**config.mk**
```make
export PLATFORM = sky130hd
export DESIGN_NAME = functional_unit_pipe
export DESIGN_NICKNAME = d
export VERILOG_FILES = /design/src/rtl/functional_unit_pipe.sv
export SDC_FILE = /design/constraint.sdc
export NUM_CORES = 1
export LEC_CHECK = 0
export BUFFER_PORTS_ARGS = -buffer_cell sky130_fd_sc_hd__buf_2
export CORE_MARGIN = 3
export CORE_UTILIZATION = 50
export CTS_BUF_LIST = sky130_fd_sc_hd__clkbuf_4
export DETAILED_ROUTE_END_ITERATION = 6
export PLACE_DENSITY = 0.81
export SYNTH_ARGS = -nofsm -noshare
export SYNTH_HDL_FRONTEND = slang
export SYNTH_SLANG_ARGS = --single-unit
```
**constraint.sdc**
```tcl
create_clock -name clk -period 3.45 [get_ports clk]
set_input_delay 0.5175 -clock clk [delete_from_list [all_inputs] [get_ports clk]]
set_output_delay 0.5175 -clock clk [all_outputs]
set_load 0.01 [all_outputs]
```
**src/rtl/functional_unit_pipe.sv**
```systemverilog
// functional_unit_pipe: 8-op functional unit, 2-stage valid/ready pipe.
// Stage 1 decodes and routes operands; stage 2 computes F/zero/carry.
module functional_unit_pipe #(
  parameter int WIDTH = 8
) (
  input  logic             clk,
  input  logic             rst,
  input  logic             in_valid,
  output logic             in_ready,
  input  logic [7:0]       instruction,
  input  logic [WIDTH-1:0] A,
  input  logic [WIDTH-1:0] B,
  input  logic [WIDTH-1:0] C,
  input  logic [2:0]       select,
  output logic             out_valid,
  input  logic             out_ready,
  output logic [WIDTH-1:0] F,
  output logic             zero,
  output logic             carry
);

  typedef struct packed {
    logic [2:0]       op;
    logic [WIDTH-1:0] x;
    logic [WIDTH-1:0] y;
  } s1_t;

  logic [2:0]       enc_op;
  s1_t              s1_d;
  s1_t              s1_q;
  logic             s1_valid;
  logic             s2_adv;
  logic [WIDTH:0]   sum;
  logic [WIDTH-1:0] res;
  logic             cout;

  // Handshake: stage 2 drains when output is empty or being popped
  always_comb begin
    s2_adv   = s1_valid && (!out_valid || out_ready);
    in_ready = !s1_valid || s2_adv;
  end

  // Highest set instruction bit selects the op
  always_comb begin
    enc_op = 3'd0;
    priority case (1'b1)
      instruction[7]: enc_op = 3'd7;
      instruction[6]: enc_op = 3'd6;
      instruction[5]: enc_op = 3'd5;
      instruction[4]: enc_op = 3'd4;
      instruction[3]: enc_op = 3'd3;
      instruction[2]: enc_op = 3'd2;
      instruction[1]: enc_op = 3'd1;
      instruction[0]: enc_op = 3'd0;
      default:        enc_op = 3'd0;
    endcase
  end

  // Operand routing into X/Y
  always_comb begin
    s1_d.op = enc_op;
    s1_d.x  = C;
    s1_d.y  = A;
    unique case (select)
      3'b011: begin
        s1_d.x = B;
        s1_d.y = C;
      end
      3'b101: begin
        s1_d.x = A;
        s1_d.y = C;
      end
      3'b110: begin
        s1_d.x = A;
        s1_d.y = B;
      end
      default: begin
        s1_d.x = C;
        s1_d.y = A;
      end
    endcase
  end

  // Stage 1 register: loads whenever it is empty or draining
  always_ff @(posedge clk) begin
    if (rst) begin
      s1_valid <= 1'b0;
      s1_q     <= '0;
    end else if (in_ready) begin
      s1_valid <= in_valid;
      if (in_valid) begin
        s1_q <= s1_d;
      end
    end
  end

  // Stage 2 datapath; shift binds before add, shifted-out bit lost
  always_comb begin
    sum  = '0;
    res  = '0;
    cout = 1'b0;
    unique case (s1_q.op)
      3'd7: res = (s1_q.x << 1) + s1_q.y;
      3'd6: res = (s1_q.x >> 1) + s1_q.y;
      3'd5: res = (s1_q.x < s1_q.y) ? s1_q.x : s1_q.y;
      3'd4: res = (s1_q.x > s1_q.y) ? s1_q.x : s1_q.y;
      3'd3: res = s1_q.x | s1_q.y;
      3'd2: res = s1_q.x & s1_q.y;
      3'd1: begin
        sum  = {1'b0, s1_q.x} + {1'b0, ~s1_q.y};
        res  = sum[WIDTH-1:0];
        cout = sum[WIDTH];
      end
      3'd0: begin
        sum  = {1'b0, s1_q.x} + {1'b0, s1_q.y};
        res  = sum[WIDTH-1:0];
        cout = sum[WIDTH];
      end
    endcase
  end

  // Output register: holds under stall, empties on pop without refill
  always_ff @(posedge clk) begin
    if (rst) begin
      out_valid <= 1'b0;
      F         <= '0;
      zero      <= 1'b0;
      carry     <= 1'b0;
    end else if (s2_adv) begin
      out_valid <= 1'b1;
      F         <= res;
      zero      <= (res == '0);
      carry     <= cout;
    end else if (out_ready) begin
      out_valid <= 1'b0;
    end
  end

endmodule

```
==> results of run 1 <==
## synthesized netlist by cell type, types with 2 or more instances
| cell type | instances |
|---|---|
| a211o_1 | 2 |
| a211oi_1 | 8 |
| a21boi_0 | 4 |
| a21o_1 | 6 |
| a21oi_1 | 25 |
| a21oi_2 | 2 |
| a221o_1 | 5 |
| a221oi_1 | 35 |
| a221oi_2 | 2 |
| a22o_1 | 10 |
| a22oi_1 | 2 |
| a311oi_1 | 2 |
| a31oi_1 | 2 |
| buf_2 | 3 |
| buf_4 | 2 |
| clkbuf_1 | 20 |
| clkinv_1 | 2 |
| dfxtp_1 | 31 |
| fa_1 | 4 |
| ha_1 | 38 |
| inv_1 | 33 |
| mux2i_1 | 10 |
| nand2_1 | 39 |
| nand2b_1 | 8 |
| nand3_1 | 11 |
| nand3b_1 | 3 |
| nand4b_1 | 2 |
| nor2_1 | 37 |
| nor2b_1 | 13 |
| nor3_1 | 14 |
| nor4_1 | 4 |
| o211ai_1 | 2 |
| o21a_1 | 4 |
| o21ai_0 | 22 |
| o21ai_1 | 3 |
| o21bai_1 | 3 |
| o221ai_1 | 4 |
| o22ai_1 | 5 |
| o31a_1 | 2 |
| or2_2 | 2 |
| or3_1 | 3 |
| or4_1 | 3 |
| xnor2_1 | 7 |
| xor2_1 | 3 |
## state kept, by name, summed over array words and instances, names as in the netlist
signal	cells
carry	1
out_valid	1
F	8
s1_valid	1
zero	1
s1_q	19
## where the power goes
| part | internal, mW | switching, mW |
|---|---|---|
| registers | 0.386 | 0.0371 |
| logic | 0.279 | 0.384 |
| clock network | 0.0747 | 0.124 |
| total | 0.739 | 0.545 |
## final cells by class
type	count	area [µm²]
Timing Repair Buffer	70	403
Fill cell	635	2830
Inverter	35	131
Sequential cell	31	621
Clock inverter	3	15.0
Clock buffer	5	37.5
Multi-Input combinational cell	370	2680
Tap cell	96	120
## worst min path at each step
stage,slack [ps],to,cells after the start,start
2_1_floorplan,480,F[2],2,F[2]
3_3_place_gp,440,F[2],2,F[2]
3_5_place_dp,480,F[7],2,F[7]
4_1_cts,440,s1_valid,3,in_valid
5_1_grt,430,s1_valid,3,in_valid
6_report,450,s1_valid,3,in_valid
## layer usage
metal  vias up  share of wire, %
li1       1841                 -
met5         -                 0
met2       179                47
met1      1768                43
met3        31               7.3
met4         0               3.2
## kinds of logic after synthesis
| group | synth area share (%) |
|---|---|
| compound gates | 34.1 |
| xor+xnor | 2.47 |
| fa+ha+maj | 15.6 |
| buf+inv | 7.08 |
| flops | 17.5 |
| mux | 2.82 |
| simple gates | 20.4 |
## critical path, delay by kind of cell, from the launching register on
family,cells,cell delay (ps)
and+or+nand+nor,2,720
buffers and inverters,2,280
AOI/OAI and AO/OA,5,1330
adders and majority gates,1,390
DFF,1,480
## stage by stage
step                      power (mW)  std cells  util [%]  instance area, µm²
final                           1.28        610      58.6                4010
after global routing            1.37        610      58.6                4010
after CTS                       1.27        610      58.6                4010
after detailed placement        1.07        602      57.9                3950
after global placement          1.06        602      57.9                3950
after floorplan                0.879        463         -                3550
==> impl_metrics.yaml, run 1 <==
routing:
  detail-route-antenna-nets: 0
  wl_um: 10800
  route.detailed.wl_per_inst_um: 17.7
  via_per_inst: 6.26
  drt_iter0_drc: 422
  drc_errors: 0
  firstDrtPassIters: 5
  vias: 3819
die:
  die_h_um: 90.3
  num_rows: 30
  start_util_pct: 52.0
  fp.dieW_um: 90.3
  die-area_um2: 8150
  ios: 51
  core_area_um2: 6830
setup_path:
  r2r-start: "s1_q[6]"
  crit_path_start_kind: "register"
  slowest_delay_ps: 570
  cp_slowest_cell: "or4_4"
  critical_path_required_ps: 3700
  path_max_fanout: 7
  worstReg2RegEnd: "zero"
  r2r_slack_ps: 180
  cp-endpoint: "zero"
  cp.arrival_ps: 3520
  setup.worst_path.start: "s1_q[6]"
  crit_chain: "inv_1 > ha_1 > or4_4 > clkinv_1 > a211o_1 > o311ai_1 > a2111o_1 > o32ai_2 > nand4b_1 > o31ai_1"
  cp-end-kind: "register"
  rr_worst_depth: 10
  worstSetupPathType: "register to register"
sta:
  fin_setup_tns_ps: 0
  skew_ps: 17.3
  worst_hold_slack_ps: 449
  setup_viol: 0
  fmax_ghz: 0.306
  finalCritPeriodShare_pct: 94.7
  slew_headroom_pct: 34.6
  min_period_ps: 3270
  setup_ws_ps: 183
  hold_violations: 0
  worst_pin_slew_ps: 978
  drv_slew: 0
  rsz0062_at_grt: "false"
grt:
  grt_usage_pct: 26.6
  grtUsageMet3_pct: 3.17
  use_met1_pct: 34.6
  grt_antenna_before_repair: 0
  grt_max_degree: 33
  gr-max-usage-layer: "met2"
  grt_overflow: 0
  grt_pass1_wl_um: 17800
  grt_pass1_vias: 3679
  grt.met2_usage_pct: 45.4
synth:
  synth_seq_area_share_pct: 17.5
  synthFlopType: "dfxtp_1"
  synth_area_leaders: "dfxtp_1 (17%), ha_1 (13%), a221oi_1 (8.6%)"
  ys.warnings.count: 0
  synth_cell_types: 65
  postSynthCellCount: 463
  synth_nets: 544
  yosysTopAreaCell: "dfxtp_1"
  syn_area_per_cell_um2: 7.67
  synth_edf_count: 0
  netlist.area_leader.share_pct: 17.5
  async_flop_share_pct: 0
  netlist_area_um2: 3550
  yosys_register_bits: 31
clock_tree:
  post-cts-setup-buffer-count: 0
  clock_latency_ps: 330
  cts_max_level: 2
  cts_made_buffers: 5
  cts_hold_buffers: 0
  cts_tree: "done"
  cts_buffer_depth: 2
  clockRootBuffer: "clkbuf_4"
  clkTransAtPathRegs_ps: 100
  cts_sinks: 31
  cts_resized: 0
finish:
  layout_common_cells: "buf_2 (49), nand2_1 (39), ha_1 (38), nor2_1 (37), a221oi_1 (35)"
  area_delta_synth_final_pct: 12.8
  final_common_cell: "buf_2"
  drive_gt1_share_pct: 17.3
  nets: 594
  antenna_cells: 0
placed_design:
  io_buffers: 49
  place_congestion: 1.02
  dp_hpwl_um: 8730
  dp_slack_ps: 299
power_and_ir_drop:
  power_leakage_nw: 1.69
  power.density_nw_per_um2: 321
  irDropWorstVdd_mv: 0.185
worst_hold_path:
  hp-class: "primary input to register"
run_status:
  status: "finished clean"
flow_run:
  drv_cap: 0
(Power assumes the default switching activity.)
==> inputs of run 2 (changes only) <==
Settings changed: CORE_ASPECT_RATIO set to 0.9.
==> run 2 against run 1 <==
  * Hold slack improved by 3.8 ps
  * Critical path depth rose by 1
  * Core utilization increased by 1.8 points
  * Largest power group unchanged
  * Power is 7.1% higher
  * Sequential cell count unchanged
  * Cell area grew 1.5%
  * Setup slack better by 23 ps
  * Maximum frequency up 0.72%
  * Clock power rose by 37%
  * Register-to-register slack improved by 20 ps
  * Combinational power rose by 3%
==> impl_metrics.yaml, run 2 (same netlist as run 1, synthesis figures left out) <==
grt:
  grt_overflow: 0
  grt_usage_pct: 28.5
  grt_antenna_before_repair: 0
  grt_max_degree: 33
  grt_pass1_vias: 3690
  grt_pass1_wl_um: 18400
die:
  die-area_um2: 8150
  num_rows: 28
  core_area_um2: 6730
  start_util_pct: 52.8
  fp.dieW_um: 94.8
  ios: 51
  die_h_um: 85.9
routing:
  via_per_inst: 6.43
  route.detailed.wl_per_inst_um: 18.7
  firstDrtPassIters: 5
  vias: 3922
  detail-route-antenna-nets: 0
  drt_iter0_drc: 431
  wl_um: 11400
  drc_errors: 0
sta:
  worst_hold_slack_ps: 452
  setup_ws_ps: 207
  fmax_ghz: 0.308
  finalCritPeriodShare_pct: 94.0
  drv_slew: 0
  slew_headroom_pct: 33.4
  hold_violations: 0
  fin_setup_tns_ps: 0
  min_period_ps: 3240
  setup_viol: 0
  worst_pin_slew_ps: 995
  skew_ps: 19.8
  rsz0062_at_grt: "false"
clock_tree:
  cts_made_buffers: 5
  cts_tree: "done"
  cts_max_level: 2
  clock_latency_ps: 330
  cts_buffer_depth: 2
  cts_resized: 0
  clockRootBuffer: "clkbuf_4"
  cts_hold_buffers: 0
  post-cts-setup-buffer-count: 0
  cts_sinks: 31
  clkTransAtPathRegs_ps: 110
setup_path:
  cp-end-kind: "register"
  crit_path_start_kind: "register"
  crit_cells: 11
  cp.arrival_ps: 3490
  path_max_fanout: 10
  critical_path_required_ps: 3700
  rr_worst_depth: 11
  path_buf_inv: 2
  cp_slowest_cell: "ha_1"
  worstSetupPathType: "register to register"
  slowest_delay_ps: 470
  crit_chain: "inv_1 > ha_1 > nor2b_1 > a211o_1 > a211oi_2 > buf_4 > mux2i_1 > o221ai_1 > o32ai_1 > nand4b_1 > o31ai_1"
  critPathTopFamily: "compound AO/OA/AOI/OAI gates"
finish:
  area_delta_synth_final_pct: 14.6
  largest-register: "s1_q"
  fill_cells: 621
  final_common_cell: "buf_2"
  layout_common_cells: "buf_2 (49), nand2_1 (39), ha_1 (38), nor2_1 (37), a221oi_1 (35)"
  fin_util_pct: 60.5
  nets: 600
  final_cells: 610
  top_regs: "s1_q x19, F x8"
  fin_area_um2: 4070
  largest_reg_flops: 19
  drive_gt1_share_pct: 18.5
  antenna_cells: 0
placed_design:
  dp_hpwl_um: 9040
  dp_slack_ps: 253
  placed_area_um2: 3990
  place_congestion: 0.966
  place_inst: 602
  io_buffers: 49
run_status:
  status: "finished clean"
worst_hold_path:
  hp-class: "primary input to register"
  whs_path_depth: 3
power_and_ir_drop:
  irDropWorstVdd_mv: 0.251
  power.density_nw_per_um2: 338
  power_leakage_nw: 1.73
  power_mw: 1.38
flow_run:
  drv_cap: 0
run 2: area by class of cell:
cell class | instances | area [µm²] | area share (%)
multi-input cells | 370 | 2680 | 65.9
flip-flops and latches | 31 | 621 | 15.3
repair buffers | 76 | 448 | 11.0
inverters | 35 | 131 | 3.23
well taps | 90 | 113 | 2.77
clock inverters | 3 | 38.8 | 0.954
clock buffers | 5 | 37.5 | 0.923
run 2: power by group:
part           switching (mW)  total (mW)  internal, mW  leakage (nW)
sequential             0.0343       0.420         0.386         0.256
clock                   0.124       0.273         0.149        0.0426
combinational           0.399       0.682         0.284          1.43
run 2: layer usage:
| layer | global-route usage [%] | share of wire, % | up-vias |
|---|---|---|---|
| met2 | 42.6 | 43 | 212 |
| met4 | 9.83 | 2.5 | 0 |
| met5 | 0 | 0 | - |
| met1 | 40.6 | 45 | 1825 |
| met3 | 5.79 | 9.8 | 32 |
| li1 | - | - | 1853 |
run 2: worst reg2reg max path, cell delays in order (launching register included):
cell and delay, ps:
dfxtp_1 460, inv_1 100, ha_1 470, nor2b_1 130, a211o_1 300, a211oi_2 350
buf_4 260, mux2i_1 210, o221ai_1 160, o32ai_1 370, nand4b_1 160, o31ai_1 220
run 2: path summary, 6_finish.rpt:
check / startpoint / to / slack [ps]
max reg2reg: s1_q[3] / zero / 210
max: s1_q[3] / zero / 210
min reg2reg: F[2] / F[2] / 460
min: in_valid / s1_valid / 450
